$ cat src/rtl/serial_addsub_pkg.sv
// serial_addsub_pkg
// Shared definitions for the bit-serial add/subtract controller.
//   state_e : controller FSM encoding (IDLE waits for a request, RUN streams bits)
//   clog2() : bit-counter width helper, evaluated at elaboration time
package serial_addsub_pkg;

    typedef enum logic {
        IDLE = 1'b0,
        RUN  = 1'b1
    } state_e;

    // Ceiling log2, never less than 1 so the counter always has a bit.
    function automatic int clog2(input int value);
        int bits;
        int rem;
        bits = 0;
        rem  = value - 1;
        while (rem > 0) begin
            bits++;
            rem = rem >> 1;
        end
        return (bits == 0) ? 1 : bits;
    endfunction

endpackage

$ cat src/rtl/full_adder.sv
// full_adder
// Single-bit full adder cell shared by the serial controller.
//   a_i, b_i, cin_i : addend bits and carry in
//   sum_o           : a ^ b ^ cin
//   cout_o          : majority(a, b, cin)
module full_adder (
    input  logic a_i,
    input  logic b_i,
    input  logic cin_i,
    output logic sum_o,
    output logic cout_o
);

    assign sum_o  = a_i ^ b_i ^ cin_i;
    assign cout_o = (a_i & b_i) | (a_i & cin_i) | (b_i & cin_i);

endmodule

$ cat src/rtl/serial_addsub_ctrl.sv
// serial_addsub_ctrl
// Bit-serial add/subtract controller. Operands are latched on an accepted
// start, then one bit pair (LSB first) plus the running carry is pushed
// through a single full_adder per cycle. After WIDTH cycles the result,
// carry out and overflow are published together with a one-cycle done pulse.
//
// Ports
//   clk_i       clock, all state changes on the rising edge
//   rst_i       synchronous active-high reset
//   start_i     request, accepted only while idle (busy_o == 0)
//   sub_i       0: a + b, 1: a - b (sampled with start_i)
//   a_i, b_i    operands (sampled with start_i)
//   busy_o      high while an operation is in progress
//   done_o      one-cycle pulse when result_o/cout_o/overflow_o update
//   result_o    sum/difference modulo 2^WIDTH, held until next completion
//   cout_o      carry out of the MSB (for subtract: 1 = no borrow)
//   overflow_o  signed overflow of the last operation
//
// Configuration
//   SERIAL_ADDSUB_OVF_EN : when defined, overflow_o reports carry-into-MSB
//                          xor carry-out-of-MSB; otherwise it is tied low.
module serial_addsub_ctrl
    import serial_addsub_pkg::*;
#(
    parameter int WIDTH = 8
) (
    input  logic             clk_i,
    input  logic             rst_i,
    input  logic             start_i,
    input  logic             sub_i,
    input  logic [WIDTH-1:0] a_i,
    input  logic [WIDTH-1:0] b_i,
    output logic             busy_o,
    output logic             done_o,
    output logic [WIDTH-1:0] result_o,
    output logic             cout_o,
    output logic             overflow_o
);

    localparam int             CNT_W    = clog2(WIDTH);
    localparam logic [CNT_W-1:0] LAST_BIT = CNT_W'(WIDTH - 1);

    state_e             state_q, state_d;
    logic [CNT_W-1:0]   cnt_q, cnt_d;
    logic [WIDTH-1:0]   a_sr_q, a_sr_d;
    logic [WIDTH-1:0]   b_sr_q, b_sr_d;
    // Only WIDTH-1 sum bits need buffering; the last one comes straight
    // from the adder on the completion edge.
    logic [WIDTH-2:0]   res_sr_q, res_sr_d;
    logic               carry_q, carry_d;
    logic [WIDTH-1:0]   result_q, result_d;
    logic               cout_q, cout_d;
    logic               done_q, done_d;

    logic               fa_sum;
    logic               fa_cout;
    logic [WIDTH-1:0]   sum_shift;

`ifdef SERIAL_ADDSUB_OVF_EN
    logic               ovf_q, ovf_d;
`endif

    // The shared adder always sees the current LSBs and the carry flop;
    // its outputs only matter while RUN.
    full_adder u_full_adder (
        .a_i    (a_sr_q[0]),
        .b_i    (b_sr_q[0]),
        .cin_i  (carry_q),
        .sum_o  (fa_sum),
        .cout_o (fa_cout)
    );

    assign sum_shift = {fa_sum, res_sr_q};

    // Next-state and datapath control. Subtraction is folded into the
    // accept step: b is inverted and the carry starts at 1, giving ~b + 1.
    always_comb begin
        state_d  = state_q;
        cnt_d    = cnt_q;
        a_sr_d   = a_sr_q;
        b_sr_d   = b_sr_q;
        res_sr_d = res_sr_q;
        carry_d  = carry_q;
        result_d = result_q;
        cout_d   = cout_q;
        done_d   = 1'b0;
`ifdef SERIAL_ADDSUB_OVF_EN
        ovf_d    = ovf_q;
`endif

        unique case (state_q)
            IDLE: begin
                if (start_i) begin
                    state_d = RUN;
                    a_sr_d  = a_i;
                    b_sr_d  = sub_i ? ~b_i : b_i;
                    carry_d = sub_i;
                    cnt_d   = '0;
                end
            end

            RUN: begin
                res_sr_d = sum_shift[WIDTH-1:1];
                a_sr_d   = a_sr_q >> 1;
                b_sr_d   = b_sr_q >> 1;
                carry_d  = fa_cout;
                cnt_d    = cnt_q + CNT_W'(1);
                if (cnt_q == LAST_BIT) begin
                    state_d  = IDLE;
                    result_d = sum_shift;
                    cout_d   = fa_cout;
                    done_d   = 1'b1;
`ifdef SERIAL_ADDSUB_OVF_EN
                    // carry_q is the carry into the MSB on this edge.
                    ovf_d    = carry_q ^ fa_cout;
`endif
                end
            end

            default: begin
                state_d = IDLE;
            end
        endcase
    end

    // State register; reset aborts any operation and clears every output.
    always_ff @(posedge clk_i) begin
        if (rst_i) begin
            state_q  <= IDLE;
            cnt_q    <= '0;
            a_sr_q   <= '0;
            b_sr_q   <= '0;
            res_sr_q <= '0;
            carry_q  <= 1'b0;
            result_q <= '0;
            cout_q   <= 1'b0;
            done_q   <= 1'b0;
        end else begin
            state_q  <= state_d;
            cnt_q    <= cnt_d;
            a_sr_q   <= a_sr_d;
            b_sr_q   <= b_sr_d;
            res_sr_q <= res_sr_d;
            carry_q  <= carry_d;
            result_q <= result_d;
            cout_q   <= cout_d;
            done_q   <= done_d;
        end
    end

`ifdef SERIAL_ADDSUB_OVF_EN
    // Overflow flag, updated only on the completion edge.
    always_ff @(posedge clk_i) begin
        if (rst_i) begin
            ovf_q <= 1'b0;
        end else begin
            ovf_q <= ovf_d;
        end
    end

    assign overflow_o = ovf_q;
`else
    assign overflow_o = 1'b0;
`endif

    assign busy_o   = (state_q == RUN);
    assign done_o   = done_q;
    assign result_o = result_q;
    assign cout_o   = cout_q;

endmodule
$ cat config.mk
export PLATFORM = sky130hd
export DESIGN_NAME = serial_addsub_ctrl
export DESIGN_NICKNAME = d
export VERILOG_FILES = /design/src/rtl/serial_addsub_pkg.sv /design/src/rtl/full_adder.sv /design/src/rtl/serial_addsub_ctrl.sv
export SDC_FILE = /design/constraint.sdc
export NUM_CORES = 1
export LEC_CHECK = 0
export BUFFER_PORTS_ARGS = -buffer_cell sky130_fd_sc_hd__buf_4
export CAP_MARGIN = 30
export CORE_ASPECT_RATIO = 1.25
export CORE_UTILIZATION = 55
export CTS_CLUSTER_SIZE = 25
export DETAILED_ROUTE_END_ITERATION = 6
export GPL_TIMING_DRIVEN = 0
export PLACE_DENSITY = 0.83
export SKIP_LAST_GASP = 1
export SLEW_MARGIN = 15
export SYNTH_ARGS = -nofsm -noshare
export SYNTH_HDL_FRONTEND = slang
export SYNTH_SLANG_ARGS = --single-unit
$ cat constraint.sdc
create_clock -name clk_i -period 2.3 [get_ports clk_i]
set_input_delay 0.345 -clock clk_i [delete_from_list [all_inputs] [get_ports clk_i]]
set_output_delay 0.345 -clock clk_i [all_outputs]
set_load 0.01 [all_outputs]
# Word level (Yosys, flattened, before mapping)
# Cells that the tools add are included.
# Widths: inputs -> output; s select.
# classes
add_sub_neg	1
eq_ne	2
mux	13
n_bitwise	9
reduce_logical	2
# op_table
cell	count
$pmux 8 s2	2
$mux 8	3
$not 8->8	1
$pmux 3 s2	1
$mux 1	4
$pmux 1 s2	2
$add 3x1->3 const B	1
$and 1x1->1	3
$eq 3x3->1 const B	1
$mux 3	1
$ne 2x2->1 const B	1
$or 1x1->1	2
$reduce_and 2->1	1
$reduce_or 2->1	1
$xor 1x1->1	2
$not 1->1	1
# word_totals
regBits	38
input_bits	20
out_inout_bits	12
elab_cells	36

# Logic depth before layout (Yosys ltp)
# Gate-level depths: netlist of the first run.
# depth
word_depth	4
ltp_mapped	5
ltp_nobuf	4

# Modules after synthesis
# A second synthesis of the first run with hierarchy kept.
# hier_totals
hier_cells	173
area_unflattened_um2	1755.4
# by_module_without_submodules
mod	instances	cells_per_inst	area_each_um2	seq_area_each_um2
serial_addsub_ctrl	1	172	1735.4	760.7
full_adder	1	1	20.0	0.0

# Least setup slack after synthesis of the first run
# OpenSTA, ideal clock, no wires.
# synth_timing
path_type	register to register
from	register cnt_q[0]
to	register result_q[0], in the netlist result_o[0]
setup_time_ps	71
arrival_time_ps	1177
required_ps	2229
setup_slack_ps	1052
path_stages_with_launch	6
n_path_buf	1
synth_period_minus_slack_ps	1248
cell_sequence	dfxtp_1 -> ha_1 -> ha_1 -> clkbuf_1 -> a21bo_2 -> a21oi_1
# synth_via
elab_chain_len	2
# synth_rtl
item	line	source
start: declaration	serial_addsub_ctrl.sv:44	logic [CNT_W-1:0] cnt_q, cnt_d;
start signal: assignment	serial_addsub_ctrl.sv:140	cnt_q <= cnt_d;
$eq 3x3->1	serial_addsub_ctrl.sv:108	if (cnt_q == LAST_BIT) begin
$reduce_and 2->1 (no line)	--	
end signal: assignment	serial_addsub_ctrl.sv:145	result_q <= result_d;
end: declaration	serial_addsub_ctrl.sv:51	logic [WIDTH-1:0] result_q, result_d;
# No other way between the ends.
# A chain may end at the register's enable or synchronous reset.

# Worst setup path in the final report of the first run
# layout_timing
from	register cnt_q[0]
to	register result_q[3], in the netlist result_o[3]
# The elaborated chain is that of the path after synthesis.

==> run_results.csv, run 1 <==
group,metric,value,unit
sta,skew,0.00762,ns
setup_path,rrSetupSlack,0.88,ns
clocking,clockBufferDepth,2,
final_layout,multiInputGateArea,866,sq um
yosys,synth_seq_cells,38,
yosys,yosysWarnings,0,
yosys,netlist_top_cells_area,"dfxtp_1 (44%), mux2i_1 (9.2%), a21bo_2 (5.2%), or4b_1 (4.0%), xnor2_1 (4.0%)",
sta,setup_violations,0,
placed_design,io_buffers,28,
setup_path,cpPeakStageDelay,0.34,ns
sta,final-hold-violation-count,0,
sta,period_minus_slack,1.42,ns
route,vias,1349,
min_path,min_path_type,"primary input to register",
route,wire_per_inst,14.1,um
min_path,hold-path-endpoint,"a_sr_q[7]",
yosys,synth_area_leader_cell,"dfxtp_1",
min_path,min_from,"a_i[7]",
power,cellPowerDensity,589,nW/um^2
yosys,synth_area,1750,sq um
yosys,synth-seq-area-share,43.6,%
grt,track_usage,23.7,%
route,routed_wirelength,3430,um
route,ant_nets,0,
setup_path,startpoint_type,"register",
setup_path,worst-setup-path-type,"register to register",
setup_path,path_common_cell,"ha_1",
run,cap_violations,0,
min_path,whs_path_depth,3,
setup_path,rr_endpoint,"result_o[3]",
route,dr.pass1.iters,4,
clocking,clk_pin_slew,0.10,ns
yosys,syn_nets,196,
clocking,hold_buffers,0,
sta,fin_setup_tns,0,ns
setup_path,reg2reg_depth,5,
clocking,cts_buffers,5,
final_layout,final_cells,244,
die,start_util,58.7,%
clocking,clock_sinks,38,
sta,rsz0062_at_grt,"no",
clocking,cts_resized,0,
yosys,netlist-cell-type-count,26,
final_layout,drive_above_1_share,28.4,%
setup_path,path_max_fanout,10,
setup_path,rr_startpoint,"cnt_q[0]",
die,die_area,3400,sq um
die,ios,32,
final_layout,syn2layout_area_growth,17.2,%
sta,final-max-slew-violation-count,0,
die,core,2970,sq um
setup_path,required,2.58,ns
placed_design,dp_cells,237,
grt,grt_start_max_net_pins,11,
route,viasPerCell,5.53,
setup_path,end_kind,"register",
yosys,avgSynthCellArea,10.1,sq um
route,drc_errors,0,
setup_path,cp.arrival,1.70,ns
placed_design,gp_congestion,0.781,
placed_design,hpwl,2360,um
grt,grt_pass1_wl,5930,um
grt,grt_antenna_before_repair,0,
sta,fin_crit_sh,61.7,%
power,p_leak,0.832,nW
route,first_iter_violations,35,
outcome,outcome,"finished clean",
clocking,cts_setup_buffers,0,
final_layout,sequential_cell_area,761,sq um
clocking,clk_latency,0.35,ns
clocking,cts_tree,"yes",
final_layout,antenna-diode-count,0,
die,die_h,65.0,um
clocking,cts_root_buffer,"clkbuf_4",
power,ir_worst_vdd,0.000388,V
grt,overflow,0,
final_layout,num-fill-cells,235,
setup_path,slowest_stage,"dfxtp_1",
grt,grt_pass1_vias,1311,
die,rows,22,
clocking,htreeDepth,2,
die,die_x,52.4,um
sta,fmax,704,MHz
yosys,synth_top_area_share,43.6,%
final_layout,nets,231,
setup_path,path_cells,"ha_1, ha_1, clkbuf_1, a21bo_2, a21oi_1",
yosys,postSynthCellCount,173,
## critical path: cells and delay by family (launching register included)
| family | cells | cell delay (ns) |
|---|---|---|
| flops | 1 | 0.34 |
| fa+ha+maj | 2 | 0.39 |
| compound gates | 2 | 0.41 |
| buf+inv | 1 | 0.23 |
## power breakdown
group,leakage (nW),switching [mW],internal [mW]
sequential,0.310,0.0182,0.688
clock,0.0254,0.210,0.115
combinational,0.497,0.0869,0.0858
total,0.832,0.315,0.889
## metrics by stage
step | total power [mW] | setup slack (ns) | utilization [%] | hold WS, ns | area, sq um
6_report | 1.20 | 0.880 | 68.8 | 0.302 | 2050
3_3_place_gp | 0.885 | 0.929 | 67.3 | 0.454 | 2000
4_1_cts | 1.21 | 0.864 | 68.8 | 0.299 | 2050
2_1_floorplan | 0.835 | 1.05 | - | 0.443 | 1750
5_1_grt | 1.25 | 0.712 | 68.8 | 0.319 | 2050
3_5_place_dp | 0.893 | 0.882 | 67.3 | 0.464 | 2000
## synthesized netlist by cell type
master     count
dfxtp_1       38
ha_1           2
a2111oi_2      1
nor2b_1        8
inv_2          1
fa_1           1
nor3_1         1
nand3_1        9
a21oi_1       12
a211oi_1       9
conb_1         1
nand2_1       10
xnor2_1        8
or3b_1         4
o221ai_2       1
or4b_1         7
buf_2          8
nor2_1        10
nand2b_1       1
buf_4          3
o221ai_1       6
buf_6          2
mux2i_1       16
buf_8          1
a21bo_2        9
clkbuf_1       4
## state kept, by name, indices dropped and copies added, names as in the netlist, 3 cells and up
name,flops
a_sr_q,8
b_sr_q,8
cnt_q,3
res_sr_q,7
result_o,8
## routing by layer
metal  global-route usage, %  part of all wire [%]  up-vias
met3                    5.16                   3.2        7
li1                        -                     -      686
met5                       0                     0        -
met2                    37.0                    46       23
met1                    29.0                    48      633
met4                    14.1                   2.4        0
## cell type report
| cell class | instances | area share, % |
|---|---|---|
| multi-input cells | 116 | 42.3 |
| flip-flops and latches | 38 | 37.2 |
| repair buffers | 28 | 10.3 |
| plain buffers | 18 | 5.63 |
| clock buffers | 7 | 2.20 |
| well taps | 36 | 2.20 |
| inverters | 1 | 0.183 |
## cell families (layout without fill, tap and decap cells)
group | count (synthesis) | count (layout) | share of synthesized area, %
XOR/XNOR | 8 | 8 | 4.01
AND/OR/NAND/NOR | 50 | 50 | 16.4
AO/OA/AOI/OAI | 38 | 38 | 17.2
flip-flops | 38 | 38 | 43.6
adder cells (fa/ha/maj) | 3 | 3 | 2.58
buffers and inverters | 19 | 54 | 6.81
multiplexers | 16 | 16 | 9.18
other | 1 | 1 | 0.215
## placed cells by master (no fill, tap or decap), types with 4 or more instances in the layout
cell	instances
nand3_1	9
a21bo_2	9
clkbuf_4	5
nor2_1	10
o221ai_1	6
buf_4	31
dfxtp_1	38
buf_2	8
nand2_1	10
a211oi_1	9
or3b_1	4
clkbuf_1	6
a21oi_1	12
mux2i_1	16
or4b_1	7
nor2b_1	8
xnor2_1	8
## worst max path at each step
stage,from,endpoint,slack (ns),cells after the start
6_report,cnt_q[0],result_o[3],0.88,5
5_1_grt,cnt_q[0],result_o[2],0.71,5
4_1_cts,cnt_q[0],result_o[1],0.86,5
3_5_place_dp,cnt_q[0],result_o[1],0.88,5
3_3_place_gp,cnt_q[0],result_o[0],0.93,5
2_1_floorplan,cnt_q[0],result_o[0],1.05,5
Power figures use the tool's default switching activity.
==> run 2: changes to the inputs <==
--- a/config.mk
+++ b/config.mk
@@ -8,11 +8,11 @@
 export BUFFER_PORTS_ARGS = -buffer_cell sky130_fd_sc_hd__buf_4
 export CAP_MARGIN = 30
 export CORE_ASPECT_RATIO = 1.25
-export CORE_UTILIZATION = 55
+export CORE_UTILIZATION = 49
 export CTS_CLUSTER_SIZE = 25
 export DETAILED_ROUTE_END_ITERATION = 6
 export GPL_TIMING_DRIVEN = 0
-export PLACE_DENSITY = 0.83
+export PLACE_DENSITY = 0.78
 export SKIP_LAST_GASP = 1
 export SLEW_MARGIN = 15
 export SYNTH_ARGS = -nofsm -noshare
==> constraint.sdc (replaced) <==
create_clock -name clk_i -period 1.25 [get_ports clk_i]
set_input_delay 0.1875 -clock clk_i [delete_from_list [all_inputs] [get_ports clk_i]]
set_output_delay 0.1875 -clock clk_i [all_outputs]
set_load 0.01 [all_outputs]
==> run_results.csv, run 2 (synthesis results as in run 1) <==
group,metric,value,unit
setup_path,end_kind,"register",
power,p_leak,0.896,nW
setup_path,worst-setup-path-type,"register to register",
die,ios,32,
clocking,hold_buffers,0,
setup_path,rr_startpoint,"cnt_q[1]",
outcome,outcome,"finished clean",
placed_design,io_buffers,28,
sta,fmax,820,MHz
clocking,cts_tree,"yes",
power,combinationalPowerShare,12.8,%
setup_path,rrSetupSlack,0.03,ns
final_layout,drive_above_1_share,38.7,%
clocking,cts_buffers,5,
placed_design,dp_cells,238,
final_layout,final_common_cell,"dfxtp_1",
grt,use_met1,24.2,%
route,vias,1392,
clocking,cts_root_buffer,"clkbuf_8",
run,cap_violations,0,
final_layout,nets,234,
final_layout,syn2layout_area_growth,28.3,%
die,rows,23,
grt,grt_start_max_net_pins,13,
final_layout,layout_common_cells,"dfxtp_1 (36), buf_4 (34), mux2i_1 (16)",
clocking,clockBufferDepth,2,
placed_design,hpwl,2650,um
setup_path,rr_endpoint,"result_o[5]",
route,drc_errors,0,
min_path,hold-path-endpoint,"a_sr_q[7]",
setup_path,reg2reg_depth,5,
route,first_iter_violations,30,
clocking,htreeDepth,2,
placed_design,postPlaceCellArea,2000,sq um
min_path,whs_path_depth,3,
power,p_seq_share,49.1,%
clocking,clk_latency,0.29,ns
die,core,3310,sq um
setup_path,path_max_fanout,5,
min_path,min_path_type,"primary input to register",
route,wire_per_inst,15.3,um
clocking,clk_pin_slew,0.07,ns
placed_design,gp_congestion,0.751,
power,internal_power,2.02,mW
route,viasPerCell,5.59,
grt,gr-usage-met3,5.04,%
clocking,clock_sinks,38,
grt,gr-max-usage-layer,"met2",
power,switchingPower,0.627,mW
die,die_area,3810,sq um
sta,final-hold-violation-count,0,
setup_path,required,1.47,ns
die,die_x,55.4,um
sta,fin_crit_sh,97.6,%
die,die_h,68.7,um
setup_path,startpoint_type,"register",
final_layout,postLayoutCellArea,2240,sq um
sta,period_minus_slack,1.22,ns
power,ir_worst_vdd,0.000963,V
grt,grt_antenna_before_repair,0,
grt,track_usage,21.8,%
grt,grt_pass1_vias,1429,
setup_path,cp.arrival,1.44,ns
power,switching_share,23.7,%
power,cellPowerDensity,1180,nW/um^2
sta,setup_slack,0.0302,ns
grt,overflow,0,
grt,grt_util_met2,42.2,%
sta,final-max-slew-violation-count,0,
final_layout,final_cells,249,
sta,setup_violations,0,
grt,grt_pass1_wl,6460,um
placed_design,place_ws,-0.159,ns
power,power,2.65,mW
sta,skew,0.00744,ns
route,dr.pass1.iters,4,
route,routed_wirelength,3820,um
final_layout,antenna-diode-count,0,
route,ant_nets,0,
power,p_clk_share,38.1,%
min_path,min_from,"a_i[7]",
die,start_util,52.7,%
run 2: cell count changes in the layout (fill, tap and decap cells not counted), moves of 4 or more:
cell      previous run  this run
clkbuf_1             6         2
a21oi_1             12         7
a21oi_2              0         5
clkbuf_4             5         1
clkbuf_8             0         7
run 2: per-layer routing:
layer | share of wire, % | vias up
li1 | - | 690
met1 | 43 | 673
met2 | 54 | 25
met3 | 3.1 | 4
met4 | 0.71 | 0
met5 | 0 | -
run 2: power groups by stage:
stage / clock network [mW] / registers (mW) / logic (mW)
6_report: 1.01 / 1.30 / 0.340
5_1_grt: 1.07 / 1.31 / 0.375
4_1_cts: 1.02 / 1.30 / 0.322
3_5_place_dp: 0 / 1.33 / 0.315
3_3_place_gp: 0 / 1.32 / 0.302
2_1_floorplan: 0 / 1.32 / 0.218
run 2: layout make-up:
cell class / count / area (sq um)
inverter: 1 / 3.75
clock buffer: 5 / 68.8
sequential: 38 / 766
buffer: 18 / 138
timing repair buffer: 31 / 239
tap: 37 / 46.3
clock inverter: 3 / 40.0
fill: 258 / 1070
multi-input combinational: 116 / 938
run 2: timing repair:
item,4_1_cts,5_1_grt
gates resized for setup,12,17
gates cloned,1,0
setup buffers,1,1
pin swaps,0,2
endpoints found under the setup margin,24,16
run 2: worst max-delay path, stage by stage (launching register included):
cell	delay, ns
dfxtp_1	0.33
ha_4	0.16
ha_4	0.16
clkbuf_8	0.14
a21bo_2	0.22
a21oi_1	0.13
run 2: how the worst max path moves through the flow:
| stage | from | to | slack, ns | depth (start not counted) |
|---|---|---|---|---|
| 2_1_floorplan | cnt_q[0] | result_o[0] | 0.002 | 5 |
| 3_3_place_gp | cnt_q[0] | result_o[1] | -0.10 | 5 |
| 3_5_place_dp | cnt_q[0] | result_o[3] | -0.16 | 5 |
| 4_1_cts | cnt_q[1] | result_o[7] | 0.008 | 5 |
| 5_1_grt | cnt_q[1] | result_o[2] | -0.01 | 5 |
| 6_report | cnt_q[1] | result_o[5] | 0.03 | 5 |
run 2: stage by stage:
stage / hold WS, ns / util, % / setup TNS (ns)
floorplan: 0.383 / - / 0
global placement: 0.465 / 60.5 / -0.869
detailed placement: 0.473 / 60.5 / -1.51
CTS: 0.209 / 65.3 / 0
global route: 0.229 / 67.7 / -0.0147
finish: 0.207 / 67.7 / 0
==> run 3: changes to the inputs <==
--- a/config.mk
+++ b/config.mk
@@ -12,6 +12,7 @@
 export CTS_CLUSTER_SIZE = 25
 export DETAILED_ROUTE_END_ITERATION = 6
 export GPL_TIMING_DRIVEN = 0
+export MAX_ROUTING_LAYER = met4
 export PLACE_DENSITY = 0.78
 export SKIP_LAST_GASP = 1
 export SLEW_MARGIN = 15
==> run_results.csv, run 3 (synthesis results as in run 1) <==
group,metric,value,unit
route,dr.pass1.iters,4,
final_layout,num-fill-cells,258,
setup_path,reg2reg_depth,5,
final_layout,antenna-diode-count,0,
setup_path,path_common_cell,"ha_4",
min_path,min_from,"b_i[2]",
power,p_leak,0.896,nW
setup_path,worst-setup-path-type,"register to register",
setup_path,path_max_fanout,5,
sta,hold_ws,0.208,ns
setup_path,crit_family,"compound AO/OA/AOI/OAI gates",
sta,period_minus_slack,1.22,ns
setup_path,cp.arrival,1.44,ns
die,rows,23,
clocking,hold_buffers,0,
grt,grt_start_max_net_pins,13,
final_layout,final_common_cell,"dfxtp_1",
sta,final-hold-violation-count,0,
route,wire_per_inst,15.4,um
setup_path,rrSetupSlack,0.03,ns
setup_path,end_kind,"register",
setup_path,rr_endpoint,"result_o[5]",
die,die_area,3810,sq um
final_layout,final_util,67.7,%
power,cellPowerDensity,1180,nW/um^2
clocking,clk_pin_slew,0.08,ns
grt,grt_antenna_before_repair,0,
sta,fmax,818,MHz
grt,track_usage,22.4,%
power,ir_worst_vdd,0.000966,V
grt,overflow,0,
power,internal_power,2.02,mW
die,core,3310,sq um
min_path,min_path_type,"primary input to register",
clocking,cts_root_buffer,"clkbuf_8",
clocking,clockBufferDepth,2,
power,combinationalPowerShare,12.8,%
placed_design,hpwl,2650,um
die,start_util,52.7,%
die,ios,32,
final_layout,syn2layout_area_growth,28.3,%
setup_path,slowest_stage,"dfxtp_1",
grt,grt_pass1_wl,6460,um
setup_path,path_cells,"ha_4, ha_4, clkbuf_8, a21bo_2, a21oi_1",
route,viasPerCell,5.60,
power,p_clk_share,38.1,%
sta,final-max-slew-violation-count,0,
min_path,whs_path_depth,3,
power,switching_share,23.7,%
sta,skew,0.00584,ns
clocking,htreeDepth,2,
final_layout,nets,234,
placed_design,gp_congestion,0.761,
outcome,outcome,"finished clean",
clocking,clock_sinks,38,
clocking,cts_buffers,5,
final_layout,layout_common_cells,"dfxtp_1 (36), buf_4 (34), mux2i_1 (16)",
route,ant_nets,0,
sta,setup_violations,0,
route,routed_wirelength,3830,um
sta,fin_crit_sh,97.8,%
grt,grt_pass1_vias,1429,
setup_path,path_buf_inv,1,
die,die_x,55.4,um
power,p_seq_share,49.0,%
setup_path,cpPeakStageDelay,0.33,ns
setup_path,startpoint_type,"register",
route,drc_errors,0,
power,switchingPower,0.630,mW
clocking,clk_latency,0.29,ns
final_layout,drive_above_1_share,38.7,%
setup_path,required,1.47,ns
route,vias,1395,
die,die_h,68.7,um
clocking,cts_tree,"yes",
run,cap_violations,0,
min_path,hold-path-endpoint,"b_sr_q[2]",
setup_path,rr_startpoint,"cnt_q[1]",
placed_design,io_buffers,28,
route,first_iter_violations,33,
-- run 3: layout make-up --
class | instances | area [sq um] | area share (%)
multi-input cells | 116 | 938 | 41.9
clock buffers | 5 | 68.8 | 3.07
well taps | 37 | 46.3 | 2.07
inverters | 1 | 3.75 | 0.168
clock inverters | 3 | 40.0 | 1.79
plain buffers | 18 | 138 | 6.15
flip-flops and latches | 38 | 766 | 34.2
repair buffers | 31 | 239 | 10.7
-- run 3: worst reg2reg max path, stage by stage, from the launching register on --
cell and delay, ns:
dfxtp_1 0.33, ha_4 0.16, ha_4 0.16, clkbuf_8 0.15
a21bo_2 0.22, a21oi_1 0.13
-- run 3: how the worst max path moves through the flow --
stage,start,to,slack (ns),depth (start not counted)
after floorplan,cnt_q[0],result_o[0],0.002,5
after global placement,cnt_q[0],result_o[1],-0.10,5
after detailed placement,cnt_q[0],result_o[3],-0.16,5
after CTS,cnt_q[1],result_o[7],0.008,5
after global routing,cnt_q[1],result_o[2],-0.01,5
final,cnt_q[1],result_o[5],0.03,5
-- run 3: power by group through the flow --
stage,combinational [mW],sequential [mW],clock (mW)
CTS,0.322,1.30,1.02
global route,0.375,1.31,1.07
detailed placement,0.315,1.33,0
floorplan,0.218,1.32,0
global placement,0.302,1.32,0
finish,0.340,1.30,1.01
-- run 3: layer usage --
metal / GRT usage, % / routed length (um) / vias up
li1: - / - / 689
met2: 42.6 / 2080 / 24
met5: - / 0 / -
met3: 5.04 / 113 / 6
met4: 5.63 / 36 / 0
met1: 23.9 / 1600 / 676
-- run 3: stage by stage --
step / cells / area, sq um / power [mW] / setup WS [ns] / setup TNS [ns]
final: 249 / 2240 / 2.65 / 0.0275 / 0
after global routing: 249 / 2240 / 2.75 / -0.0110 / -0.0144
after CTS: 248 / 2160 / 2.65 / 0.00776 / 0
after detailed placement: 238 / 2000 / 1.64 / -0.159 / -1.51
after global placement: 238 / 2000 / 1.63 / -0.101 / -0.869
after floorplan: 173 / 1750 / 1.54 / 0.00190 / 0
-- run 3: repair_timing --
item / in CTS / in global routing
cloned: 1 / 0
gates resized for setup: 12 / 17
endpoints found under the setup margin: 24 / 15
setup buffers: 1 / 1
pin swaps: 0 / 2
